`config.mk`:
```
export PLATFORM = sky130hd
export DESIGN_NAME = chip_gate_tester
export DESIGN_NICKNAME = d
export VERILOG_FILES = /design/src/rtl/chip_gate_tester.sv
export SDC_FILE = /design/constraint.sdc
export NUM_CORES = 1
export LEC_CHECK = 0
export ABC_AREA = 1
export BUFFER_PORTS_ARGS = -buffer_cell sky130_fd_sc_hd__buf_2
export CORE_ASPECT_RATIO = 0.9
export CORE_UTILIZATION = 55
export CTS_BUF_LIST = sky130_fd_sc_hd__clkbuf_8
export DETAILED_ROUTE_END_ITERATION = 6
export PLACE_DENSITY = 0.91
export SYNTH_ARGS = -nofsm -noshare
export SYNTH_HDL_FRONTEND = slang
export SYNTH_SLANG_ARGS = --single-unit
```
`constraint.sdc`:
```
create_clock -name Clk -period 1.92 [get_ports Clk]
set_input_delay 0.192 -clock Clk [delete_from_list [all_inputs] [get_ports Clk]]
set_output_delay 0.192 -clock Clk [all_outputs]
set_load 0.01 [all_outputs]
```
`src/rtl/chip_gate_tester.sv`:
```
// ---------------------------------------------------------------------------
// chip_gate_tester
//
// Exhaustive tester for 74-series chips built from NUM_GATES identical
// NUM_INPUTS-input gates. The gate function is picked at run time. The tester
// sweeps every input vector. Each vector is driven onto every gate at once.
// After a settle delay the synchronised chip outputs are compared with the
// expected function value. At the end the block reports pass/fail, a
// per-gate failure mask and the first vector that failed.
//
// Ports:
//   Clk          system clock
//   Reset        synchronous, active-high reset
//   Run          start request, accepted only while halted
//   Gate_Sel     function code, latched when Run is accepted
//                (0 NOT, 1 AND, 2 NAND, 3 OR, 4 NOR, 5 XOR, 6 XNOR, 7 invalid)
//   Drive        gate inputs to the chip; gate g input i = bit g*NUM_INPUTS+i
//   Sense        gate outputs from the chip; bit g = gate g
//   DISP_RSLT    result acknowledge; returns the block to halted from done
//   Done         high while the result is being presented
//   RSLT         1 = chip passed; valid while Done is high
//   Fail_Mask    bit g set if gate g mismatched on any vector
//   Fail_Vector  first vector on which any gate mismatched (0 if none)
// ---------------------------------------------------------------------------
module chip_gate_tester #(
  parameter int NUM_GATES     = 4,
  parameter int NUM_INPUTS    = 2,
  parameter int SETTLE_CYCLES = 4
) (
  input  logic                            Clk,
  input  logic                            Reset,
  input  logic                            Run,
  input  logic [2:0]                      Gate_Sel,
  output logic [NUM_GATES*NUM_INPUTS-1:0] Drive,
  input  logic [NUM_GATES-1:0]            Sense,
  input  logic                            DISP_RSLT,
  output logic                            Done,
  output logic                            RSLT,
  output logic [NUM_GATES-1:0]            Fail_Mask,
  output logic [NUM_INPUTS-1:0]           Fail_Vector
);

  localparam int CNT_W = $clog2(SETTLE_CYCLES + 1);
  localparam logic [CNT_W-1:0]      SETTLE_LOAD = CNT_W'(SETTLE_CYCLES);
  localparam logic [CNT_W-1:0]      CNT_ONE     = CNT_W'(1);
  localparam logic [NUM_INPUTS-1:0] VEC_ONE     = NUM_INPUTS'(1);
  localparam logic [2:0]            CODE_BAD    = 3'd7;

  typedef enum logic [2:0] {
    HALTED,
    SET,
    APPLY,
    SETTLE,
    CHECK,
    DONE_S
  } state_t;

  state_t                  state;
  logic [2:0]              gate_code;
  logic [NUM_INPUTS-1:0]   vector;
  logic [CNT_W-1:0]        settle_cnt;
  logic                    fail_seen;
  logic [NUM_GATES-1:0]    sense_meta;
  logic [NUM_GATES-1:0]    sense_sync;
  logic                    expected_bit;
  logic [NUM_GATES-1:0]    mismatch;
  logic [NUM_GATES-1:0]    mask_next;

  // The chip outputs are asynchronous to us. Only the second flop is ever
  // compared, and only in CHECK. The settle delay of at least 3 cycles
  // leaves time for a new Drive value to reach sense_sync.
  always_ff @(posedge Clk) begin
    if (Reset) begin
      sense_meta <= '0;
      sense_sync <= '0;
    end else begin
      sense_meta <= Sense;
      sense_sync <= sense_meta;
    end
  end

  // This is the reference output for the current vector. Every gate on the
  // chip is identical, so one bit is replicated across all gates. Code 7
  // never reaches CHECK, so its value here does not matter.
  always_comb begin
    expected_bit = 1'b0;
    case (gate_code)
      3'd0:    expected_bit = ~vector[0];
      3'd1:    expected_bit = &vector;
      3'd2:    expected_bit = ~(&vector);
      3'd3:    expected_bit = |vector;
      3'd4:    expected_bit = ~(|vector);
      3'd5:    expected_bit = ^vector;
      3'd6:    expected_bit = ~(^vector);
      default: expected_bit = 1'b0;
    endcase
    mismatch  = sense_sync ^ {NUM_GATES{expected_bit}};
    mask_next = Fail_Mask | mismatch;
  end

  // This block holds the sweep sequencer and all of its registered outputs.
  // Each vector costs one APPLY cycle, SETTLE_CYCLES settle cycles and one
  // CHECK cycle. RSLT is computed from the mask value being written on the
  // final CHECK, so it is already valid on the first cycle of DONE_S.
  always_ff @(posedge Clk) begin
    if (Reset) begin
      state       <= HALTED;
      gate_code   <= '0;
      vector      <= '0;
      settle_cnt  <= '0;
      fail_seen   <= 1'b0;
      Drive       <= '0;
      Done        <= 1'b0;
      RSLT        <= 1'b0;
      Fail_Mask   <= '0;
      Fail_Vector <= '0;
    end else begin
      case (state)
        HALTED: begin
          Drive <= '0;
          if (Run) begin
            gate_code <= Gate_Sel;
            state     <= SET;
          end
        end

        SET: begin
          vector      <= '0;
          Fail_Vector <= '0;
          fail_seen   <= 1'b0;
          if (gate_code == CODE_BAD) begin
            Fail_Mask <= '1;
            RSLT      <= 1'b0;
            Done      <= 1'b1;
            Drive     <= '0;
            state     <= DONE_S;
          end else begin
            Fail_Mask <= '0;
            state     <= APPLY;
          end
        end

        APPLY: begin
          Drive      <= {NUM_GATES{vector}};
          settle_cnt <= SETTLE_LOAD;
          state      <= SETTLE;
        end

        // The counter is loaded with SETTLE_CYCLES and the block leaves on
        // the cycle that shows 1, so it spends exactly SETTLE_CYCLES cycles
        // here.
        SETTLE: begin
          settle_cnt <= settle_cnt - CNT_ONE;
          if (settle_cnt == CNT_ONE) begin
            state <= CHECK;
          end
        end

        // The vector stops at all ones instead of wrapping. The all-ones
        // vector is therefore the end-of-sweep marker.
        CHECK: begin
          Fail_Mask <= mask_next;
          if ((|mismatch) && !fail_seen) begin
            Fail_Vector <= vector;
            fail_seen   <= 1'b1;
          end
          if (&vector) begin
            RSLT  <= (mask_next == '0);
            Done  <= 1'b1;
            Drive <= '0;
            state <= DONE_S;
          end else begin
            vector <= vector + VEC_ONE;
            state  <= APPLY;
          end
        end

        DONE_S: begin
          Drive <= '0;
          if (DISP_RSLT) begin
            Done  <= 1'b0;
            state <= HALTED;
          end
        end

        default: begin
          Drive <= '0;
          Done  <= 1'b0;
          state <= HALTED;
        end
      endcase
    end
  end

endmodule
```
* Word-level counts from Yosys, hierarchy flattened
Cells that the tools add are included.
Word-level totals: bits in registers 36, input port bits 11, output and inout bits 16, logic and storage cells 87
Operators by class: add/subtract/negate cells 2, equality and inequality tests 20, multiplexer cells 26, bitwise gates (word level) 8, reductions and logical operators 19
Operators by type and width (count):
- one-hot mux 8 bit (4 select lines) | 1
- equality test 3 bit (second input constant) | 6
- one-hot mux 3 bit (6 select lines) | 1
- 2-to-1 mux 8 bit | 2
- 2-to-1 mux 3 bit | 5
- != test 2 bit (second input constant) | 7
- equality test 3 x 2 -> 1 bit (second input constant) | 4
- equality test 3 x 1 -> 1 bit (second input constant) | 3
- AND reduction 3 bit | 3
- one-hot mux 2 bit (2 select lines) | 2
- one-hot mux 4 bit (2 select lines) | 1
- AND reduction 2 bit | 4
- one-hot mux 1 bit (7 select lines) | 1
- logical NOT 3 bit | 2
- 2-to-1 mux 1 bit | 6
- NOT 1 bit | 6
- one-hot mux 3 bit (2 select lines) | 1
- logical NOT 4 bit | 1
- 2-to-1 mux 2 bit | 2
- 2-to-1 mux 4 bit | 1
- bitwise OR 4 bit | 1
- one-hot mux 1 bit (2 select lines) | 2
- one-hot mux 1 bit (4 select lines) | 1
- AND reduction 4 bit | 1
- 10 further kinds | 11

* Longest topological paths before layout
Gate-level depths: netlist of run 1.
depth in word-level cells 8, depth in mapped cells 16, mapped depth without buffers 16

* Worst setup path before layout of run 1
No wires, ideal clock.
kind register -> register, start point reg vector[0], end point reg Fail_Vector[0], data arrival time 1.597 ns, data required time 1.805 ns, setup slack 0.208 ns, stages on the path, launching flop included 15, buffers on the path 0, cells stage by stage dfxtp_1 inv_1 ha_1 inv_1 o21ai_0 nand3_1 nand3_4 nand2_2 nand2_2 nor2_1 nand2_1 nand2_2 nand3_1 nand2_1 nor2_1
Between the ends: word-level cells in the longest chain between the ends 8
Ends and longest elaborated chain:
- start, declared | line 60 | logic [NUM_INPUTS-1:0] vector;
- start signal, assigned | line 173 | vector <= vector + VEC_ONE;
- parity 2 bit, or another cell as far along | line 93, 94
- NOT 1 bit (on tied branches) | line 94, 90, 92
- one-hot mux 1 bit (7 select lines) | line 87 | case (gate_code)
- XOR 4 bit | line 97 | mismatch = sense_sync ^ {NUM_GATES{expected_bit}};
- OR reduction 4 bit | line 163 | if ((|mismatch) && !fail_seen) begin
- logical AND 1 bit | line 163
- != test 2 bit (no source line)
- AND reduction 2 bit (no source line)
- end signal, assigned | line 164 | Fail_Vector <= vector;
- end, declared | line 40 | output logic [NUM_INPUTS-1:0] Fail_Vector
Parallel ways exist; a longest one is shown, timed or not. The select of a mux whose other input is x is not followed. A chain may end at the register's enable or synchronous reset.

* Final worst setup path of run 1
start point reg vector[0], end point reg Fail_Vector[1]
Between the ends: word-level cells in the longest chain between the ends 8
Ends and longest elaborated chain (line):
- parity 2 bit, or another cell as far along | 93, 94
- NOT 1 bit (on tied branches) | 94, 90, 92
- one-hot mux 1 bit (7 select lines) * | 87
- XOR 4 bit * | 97
- OR reduction 4 bit * | 163
- logical AND 1 bit * | 163
- != test 2 bit (no source line) *
- AND reduction 2 bit (no source line) *
Every way passes the cells marked *; elsewhere a longest branch is shown, timed or not.

==> results of run 1 <==
## flip-flops by register name, indices dropped and copies added, names as in the netlist
signal and count:
fail_seen 1, gate_code 3, sense_meta 4, state 3, settle_cnt 3, RSLT 1
Fail_Vector 2, vector 2, Drive 2, sense_sync 4, Fail_Mask 4, Done 1
## through the flow
stage / util [%] / hold WS, ns / setup TNS (ns)
2_1_floorplan: - / 0.261 / 0
3_3_place_gp: 65.3 / 0.389 / 0
3_5_place_dp: 65.3 / 0.399 / 0
4_1_cts: 69.1 / 0.100 / 0
5_1_grt: 69.8 / 0.0959 / -0.00462
6_report: 69.8 / 0.102 / 0
## worst max-delay path: stages (launching register included)
cell,delay [ns]
sky130_fd_sc_hd__dfxtp_2,0.33
sky130_fd_sc_hd__buf_4,0.14
sky130_fd_sc_hd__ha_1,0.21
sky130_fd_sc_hd__inv_1,0.09
sky130_fd_sc_hd__nand2_1,0.05
sky130_fd_sc_hd__nand2_1,0.09
sky130_fd_sc_hd__nand3_4,0.11
sky130_fd_sc_hd__nand3_4,0.13
sky130_fd_sc_hd__nand2_1,0.08
sky130_fd_sc_hd__nand2_1,0.07
sky130_fd_sc_hd__nor2_1,0.03
sky130_fd_sc_hd__nand2_1,0.06
sky130_fd_sc_hd__nand2_2,0.08
sky130_fd_sc_hd__a21oi_1,0.14
sky130_fd_sc_hd__nor2_1,0.06
## cell type report
class	count	area [µm²]	area share, %
multi-input combinational	139	728	41.2
sequential	30	603	34.1
inverter	43	161	9.13
timing repair buffer	28	145	8.21
clock buffer	6	82.6	4.67
tap	28	35.0	1.98
clock inverter	2	12.5	0.708
## cells in the mapped netlist, types with 3 or more instances
cell                        n
sky130_fd_sc_hd__inv_2      3
sky130_fd_sc_hd__nor3_1     5
sky130_fd_sc_hd__ha_1       4
sky130_fd_sc_hd__nand3_1    9
sky130_fd_sc_hd__a31oi_1    5
sky130_fd_sc_hd__nand3b_1   3
sky130_fd_sc_hd__nor2_1    30
sky130_fd_sc_hd__dfxtp_1   30
sky130_fd_sc_hd__a21oi_1   18
sky130_fd_sc_hd__buf_4      6
sky130_fd_sc_hd__o21ai_0   12
sky130_fd_sc_hd__inv_1     39
sky130_fd_sc_hd__nand2_1   36
sky130_fd_sc_hd__nand2_2    6
## how the worst max path moves through the flow
stage	end	from	slack, ns	cells after the start
after detailed placement	Fail_Vector[0]$_SDFFE_PP0P_	vector[1]$_SDFFE_PP0P_	0.10	14
after global placement	Fail_Vector[0]$_SDFFE_PP0P_	vector[1]$_SDFFE_PP0P_	0.15	14
after global routing	Fail_Vector[1]$_SDFFE_PP0P_	vector[0]$_SDFFE_PP0P_	-0.005	14
after floorplan	Fail_Vector[0]$_SDFFE_PP0P_	vector[0]$_SDFFE_PP0P_	0.21	14
final	Fail_Vector[1]$_SDFFE_PP0P_	vector[0]$_SDFFE_PP0P_	0.14	14
after CTS	Fail_Vector[0]$_SDFFE_PP0P_	vector[1]$_SDFFE_PP0P_	0.09	14
## cell families (layout without fill, tap and decap cells)
logic type | after synthesis | after routing
compound gates | 37 | 37
fa+ha+maj | 4 | 4
buf+inv | 51 | 79
simple gates | 98 | 98
flops | 30 | 30
## power breakdown
| part | internal [mW] | switching, mW | total, mW | leakage (nW) |
|---|---|---|---|---|
| registers | 0.697 | 0.0580 | 0.755 | 0.246 |
| clock network | 0.288 | 0.253 | 0.541 | 0.0472 |
| logic | 0.213 | 0.377 | 0.590 | 0.546 |
## metal layers
| layer | vias up | wire length [µm] | part of all wire (%) | track usage, % |
|---|---|---|---|---|
| met5 | - | 0 | 0 | 0 |
| met1 | 629 | 1410 | 44 | 26.6 |
| li1 | 737 | - | - | - |
| met4 | 0 | 68 | 2.1 | 11.0 |
| met2 | 49 | 1470 | 46 | 35.7 |
| met3 | 8 | 231 | 7.3 | 8.71 |
==> results.txt, run 1 <==
The first detailed-routing pass took 6 iterations. The worst endpoint required time is 2.11 ns. After global routing the overflow that remains totals 0. In the synthesized netlist the async set-or-reset flop fraction comes to 0%. The leakage power figure came out at 0.839 nW.

The clock latency on the worst-skew pair is 0.29 ns. The flop-to-flop setup slack is 0.14 ns. The top cell type by area accounts for 39.3% of the synthesized area.

With fillers left out, the area of the finished cells amounts to 1770 µm². For this configuration, the core starts out at a cell density of 60.3%. In the post-synthesis netlist, the biggest area contributors are sky130_fd_sc_hd__dfxtp_1 39%, sky130_fd_sc_hd__inv_1 9.6%, sky130_fd_sc_hd__nand2_1 8.9%, sky130_fd_sc_hd__nor2_1 7.4%, sky130_fd_sc_hd__a21oi_1 5.9%. The via count of the first global-routing pass is 1,186. The adder-cell area share of the yosys netlist came out at 3.28%.

The worst register-to-register path begins at vector[0]$_SDFFE_PP0P_. The global placer's final weighted congestion came out at 0.865. The total of max-cap violations is 0. The relative slew slack came out at 71.1%. The largest buffer count on any clock path came out at 2. The routed design has 3180 µm of wire.

The post-layout instance count excluding filler cells came out at 276. The critical path is of the reg -> reg type. In this run the most critical hold path is launched from Sense[0]. The flip-flop and latch count after synthesis is 30. The hold-critical path endpoint is sense_meta[0]$_SDFF_PP0_.

The width of the chip is 57.5 µm. The endpoint identified for the worst register-to-register timing path is Fail_Vector[1]$_SDFFE_PP0P_. Synthesis handed over a netlist of 220 instances. The pin count of the biggest net entering global routing came out at 22. Once detailed placement completed, the half-perimeter wirelength came to 2220 µm. CTS saw 30 sinks.

In the layout the commonest cells are 39 x sky130_fd_sc_hd__inv_1, 36 x sky130_fd_sc_hd__nand2_1, 30 x sky130_fd_sc_hd__nor2_1. In the final design database the tool counted 262 nets. Yosys printed 0 warnings. The clock root buffer master is sky130_fd_sc_hd__clkbuf_8. After the first detailed-routing iteration, the DRC count stood at 45. The sum of internal, switching and leakage power came out at 1.88 mW.

The power per standard cell area came out at 1070 nW/µm². Relative to the synthesized area, the layout overhead comes to 15.8%. The number of antenna diodes in the final layout is 0. The number of vias per cell is 5.16. The aggregate global-route resource usage came out at 22.5%. Sequential cells were found to cover 39.3% of the synthesized design area. The routed wire length per instance is 11.5 µm. The final hold violation count came out at 0. The most used flip-flop cell after synthesis is sky130_fd_sc_hd__dfxtp_1. The first global-routing pass estimated 4900 µm of wire. The area of the core region is 2530 µm².

The post-synthesis xor/xnor area fraction is 0%. The quantity of gates resized following cts is 0. Across all setup checks in the final design, the least slack found is 0.140 ns. The number of synthesized flops with an enable pin came out at 0.

For this block, the via count after detailed routing is 1,423. The synthesized-area fraction occupied by ao, oa, aoi and oai cells came out at 12.8%. The die covers 2990 µm².

The post-CTS setup buffer count is 0. The post-synthesis net count came out at 235. In this run the number of H-tree levels came out at 2. The number of fill cells in the layout came out at 207. The netlist area before placement came out at 1530 µm². The worst setup path is captured at a flop. The number of hold buffers added after CTS was 0. The length in cells of the worst reg-to-reg path came out at 14. The CTS tree is done. The shortest period the worst path allows came out at 1.78 ns. The most common cell after layout, fill and taps aside is sky130_fd_sc_hd__inv_1. The mux contribution to synthesized area is 0%.

The final critical path takes up 92.7% of the cycle. The count of distinct cell types in the synthesized netlist came out at 23. The share of synthesized cell area in and, or, nand and nor gates came out at 30.6%. Between clock sinks in the finished design, the worst skew comes to 0.00659 ns. Of the cells placed in the final design, the portion with a size suffix greater than 1 is 22.6%.

The highest net fanout along the worst path came out at 5. The number of placed instances with taps included came out at 268. The worst path arrival time is 1.97 ns. The cell area reported after detailed placement came out at 1650 µm². Clock-pin slew was measured on the worst setup and hold paths at 0.07 ns. The post-route DRC violation count is 1. The worst hold path was traced through 3 stages. TritonCTS created 5 clock buffers. The worst voltage drop across the vdd grid is 0.651 mV. The largest family of logic cells by synthesized area is simple AND/OR/NAND/NOR gates. The worst setup path is launched from a flop.

The number of port buffers is 26. The class of the tightest hold or removal check is in -> reg. Prior to clock tree synthesis, the placed netlist has a worst setup slack of 0.105 ns. The mean instance size in the synthesized netlist is 6.94 µm². The flow ran to the end, but the final reports show violations.

Of all cell types, the one taking the most synthesized area is sky130_fd_sc_hd__dfxtp_1. The total of endpoints with negative setup slack in the final report is 0. In this run the count of I/O pins placed on the die edge is 27. The number of max-slew violations in the final report is 0. The vertical die dimension came out at 52.0 µm. The final reports fail on design-rule violations. The number of placement rows is 17. The number of antenna violations at the first check in global routing is 0. The number of nets with antenna violations after detailed routing is 0. The maximum frequency from static timing analysis came out at 562 MHz. The transition at the pin with the smallest max-transition slack came out at 0.430 ns.
No activity file was read; power rests on OpenSTA's default activity.
==> inputs of run 2 (changes only) <==
--- a/config.mk
+++ b/config.mk
@@ -8,10 +8,10 @@
 export ABC_AREA = 1
 export BUFFER_PORTS_ARGS = -buffer_cell sky130_fd_sc_hd__buf_2
 export CORE_ASPECT_RATIO = 0.9
-export CORE_UTILIZATION = 55
+export CORE_UTILIZATION = 57
 export CTS_BUF_LIST = sky130_fd_sc_hd__clkbuf_8
 export DETAILED_ROUTE_END_ITERATION = 6
-export PLACE_DENSITY = 0.91
+export PLACE_DENSITY = 0.93
 export SYNTH_ARGS = -nofsm -noshare
 export SYNTH_HDL_FRONTEND = slang
 export SYNTH_SLANG_ARGS = --single-unit
==> run 2 against run 1 <==
  * The run now ends clean
  * Flip-flop and latch count unchanged
  * Critical endpoint unchanged
  * Non-clock buffer count unchanged
  * Routed wire length down 3.2%
  * Count of clock-buffer cells in the layout unchanged
  * Cell area about the same
  * Register-to-register slack about the same
  * Critical path type unchanged
==> results.txt, run 2 (synthesized netlist as in run 1, its figures left out) <==
The share of cells above drive strength 1 is 23.0% (was 22.6%). The wire length of the first global-routing pass is 5150 µm (was 4900 µm). The global placer's final weighted congestion is 0.802 (was 0.865). The CTS tree is done (unchanged).

The startpoint of the most critical register-to-register path is vector[0]$_SDFFE_PP0P_ (unchanged). The utilization of the core after routing came out at 71.0% (was 69.8%). The origin of the worst min-delay path is Sense[0] (unchanged). The number of buffers added by the clock tree synthesis step came out at 5 (unchanged). The highest net fanout along the worst path came to 5 (unchanged). The H-tree depth came out at 2 (unchanged). The post-layout instance count excluding filler cells was 276 (unchanged). The width of the chip is 56.6 µm (was 57.5 µm). The aggregate global-route resource usage is 23.6% (was 22.5%). The maximum frequency from static timing analysis was 566 MHz (was 562 MHz). The area of the core region is 2490 µm² (was 2530 µm²). The count of clock tree sinks is 30 (unchanged). The vertical die dimension came out at 51.1 µm (was 52.0 µm).

The number of antenna violations at the first check in global routing came out at 0 (unchanged). The end of the worst register-to-register path is Fail_Vector[1]$_SDFFE_PP0P_ (unchanged). The routing layer with the top usage in global route was met2 (unchanged). The met2 capacity usage during global routing was 36.7% (was 35.7%). The number of vias per cell is 5.12 (was 5.16). The final-layout setup total negative slack is 0 ns (unchanged). The post-CTS setup buffer count came out at 0 (unchanged).

Run status: finished, final reports clean (was finished, violations left). The worst voltage drop across the vdd grid is 1.00 mV (was 0.651 mV). The power per standard cell area is 1060 nW/µm² (was 1070 nW/µm²).

The critical path startpoint category is a flop (unchanged). The number of primary I/O pins came out at 27 (unchanged). The initial standard-cell utilization of the core came out at 61.3% (was 60.3%). The routed wire length came out at 3080 µm (was 3180 µm). The worst path arrival time came out at 1.94 ns (was 1.97 ns). The leakage power figure came to 0.839 nW (about the same).

The clock input transition at the sequential cells of the worst setup and hold paths was 0.06 ns (was 0.07 ns). The number of cells on the worst hold path is 3 (unchanged). The total via count after detailed routing is 1,412 (was 1,423).

The pin count of the biggest net entering global routing is 22 (unchanged). The classification of the worst setup path is reg -> reg (unchanged). The total of endpoints with negative setup slack in the final report is 0 (unchanged).

The post-route DRC violation count was 0 (was 1). The length in cells of the worst reg-to-reg path came out at 14 (unchanged). The number of placement rows came out at 17 (unchanged). The share of the cycle needed by the critical path after routing came out at 92.0% (was 92.7%). Setup repair after global routing left no endpoint under its margin. The number of detailed-route iterations in the first pass is 4 (was 6). The total half-perimeter wirelength after legalization and detailed placement is 2220 µm (about the same). The number of nets in the layout was 262 (unchanged). The met1 usage came out at 30.9% (was 26.6%). The worst endpoint required time came to 2.10 ns (was 2.11 ns). The number of port buffers is 26 (unchanged). The clock latency on the worst-skew pair is 0.29 ns (about the same). The flop-to-flop setup slack is 0.15 ns (was 0.14 ns). The most common cell after layout, fill and taps aside was sky130_fd_sc_hd__inv_1 (unchanged). The relative slew slack is 68.1% (was 71.1%). The global-route met3 utilization is 8.61% (was 8.71%). The full die area is 2890 µm² (was 2990 µm²).

The sum of internal, switching and leakage power is 1.87 mW (was 1.88 mW). The total grt overflow was 0 (unchanged). The routed wire length per instance is 11.1 µm (was 11.5 µm).

Biggest regs: Fail_Mask: 4 flops, sense_meta: 4 flops, sense_sync: 4 flops (unchanged). The class of the tightest hold or removal check is in -> reg (unchanged). The number of antenna cells inserted is 0 (unchanged). The kind of end point of the critical path is a flop (unchanged). The number of design-rule violations left by the first detailed-router iteration came to 27 (was 45). The clock root buffer master is sky130_fd_sc_hd__clkbuf_8 (unchanged). The transition at the pin with the smallest max-transition slack is 0.474 ns (was 0.430 ns).

The shortest period the worst path allows is 1.77 ns (was 1.78 ns). The clock tree skew after final layout is 0.00347 ns (was 0.00659 ns). The number of placed instances with taps included came to 268 (unchanged). The number of max-slew violations in the final report is 0 (unchanged). The startpoint of the most critical setup path is vector[0]$_SDFFE_PP0P_ (unchanged). The largest buffer count on any clock path is 2 (unchanged). Most frequent cells in the layout: 38 x sky130_fd_sc_hd__inv_1, 35 x sky130_fd_sc_hd__nand2_1, 30 x sky130_fd_sc_hd__nor2_1 (was 39 x sky130_fd_sc_hd__inv_1, 36 x sky130_fd_sc_hd__nand2_1, 30 x sky130_fd_sc_hd__nor2_1). The hold-critical path endpoint is sense_meta[0]$_SDFF_PP0_ (unchanged).

The area added between synthesis and finish came out at 15.7% (was 15.8%). The final hold violation count came out at 0 (unchanged). The total of max-cap violations was 0 (unchanged).

The via count of the first global-routing pass came to 1,180 (was 1,186). The number of nets with antenna violations after detailed routing came to 0 (unchanged).
==> run 2: changes by cell type in the layout (fill, tap and decap cells not counted) <==
cell / previous run / this run
sky130_fd_sc_hd__a21oi_1: 17 / 18
sky130_fd_sc_hd__inv_1: 39 / 38
sky130_fd_sc_hd__nand2_2: 6 / 7
sky130_fd_sc_hd__a21oi_2: 1 / 0
sky130_fd_sc_hd__inv_2: 3 / 4
sky130_fd_sc_hd__nand2_1: 36 / 35
==> run 2: per-stage QoR <==
step	hold WS, ns	cell area, µm²	setup slack (ns)
after CTS	0.101	1750	0.0680
after global placement	0.390	1650	0.158
after global routing	0.101	1770	0.000745
after detailed placement	0.393	1650	0.0851
final	0.104	1770	0.154
after floorplan	0.261	1530	0.208
==> run 2: power breakdown <==
part | total, mW | internal [mW] | leakage [nW] | switching, mW
registers | 0.755 | 0.697 | 0.246 | 0.0582
clock network | 0.524 | 0.287 | 0.0472 | 0.237
logic | 0.589 | 0.211 | 0.546 | 0.378
total | 1.87 | 1.19 | 0.839 | 0.673
==> run 2: per-layer routing <==
metal	wire length [µm]	up-vias	part of all wire [%]
met5	0	-	0
met4	26	0	0.85
met3	208	4	6.8
met2	1360	37	44
met1	1480	636	48
li1	-	735	-
==> run 2: what timing repair did <==
action / CTS / global route
hold endpoints to repair: 0 / 0
gates resized for setup: 0 / 5
setup endpoints to repair: 0 / 3
hold buffers: 0 / 0
==> run 2: worst max-delay path by stage <==
stage                                  end  slack, ns
6_report       Fail_Vector[1]$_SDFFE_PP0P_       0.15
2_1_floorplan  Fail_Vector[0]$_SDFFE_PP0P_       0.21
3_3_place_gp   Fail_Vector[1]$_SDFFE_PP0P_       0.16
3_5_place_dp   Fail_Vector[0]$_SDFFE_PP0P_       0.09
4_1_cts        Fail_Vector[0]$_SDFFE_PP0P_       0.07
5_1_grt        Fail_Vector[1]$_SDFFE_PP0P_     0.0007
==> run 2: cell type report <==
cell class                      count  area (µm²)
Inverter                           43         161
Tap cell                           28        35.0
Sequential cell                    30         603
Fill cell                         192         722
Multi-Input combinational cell    139         727
Clock buffer                        6        82.6
Clock inverter                      2        12.5
Timing Repair Buffer               28         145
==> run 2: worst max-delay path, stage by stage (launching register included) <==
cell,delay (ns)
sky130_fd_sc_hd__dfxtp_2,0.36
sky130_fd_sc_hd__inv_2,0.06
sky130_fd_sc_hd__ha_4,0.24
sky130_fd_sc_hd__inv_1,0.07
sky130_fd_sc_hd__o21ai_0,0.08
sky130_fd_sc_hd__nand3_1,0.14
sky130_fd_sc_hd__nand3_4,0.11
sky130_fd_sc_hd__nand2_1,0.09
sky130_fd_sc_hd__nand2_1,0.05
sky130_fd_sc_hd__nor2_1,0.08
sky130_fd_sc_hd__nand2_1,0.07
sky130_fd_sc_hd__nand2_2,0.10
sky130_fd_sc_hd__nand3_1,0.08
sky130_fd_sc_hd__nand2_1,0.07
sky130_fd_sc_hd__nor2_1,0.04
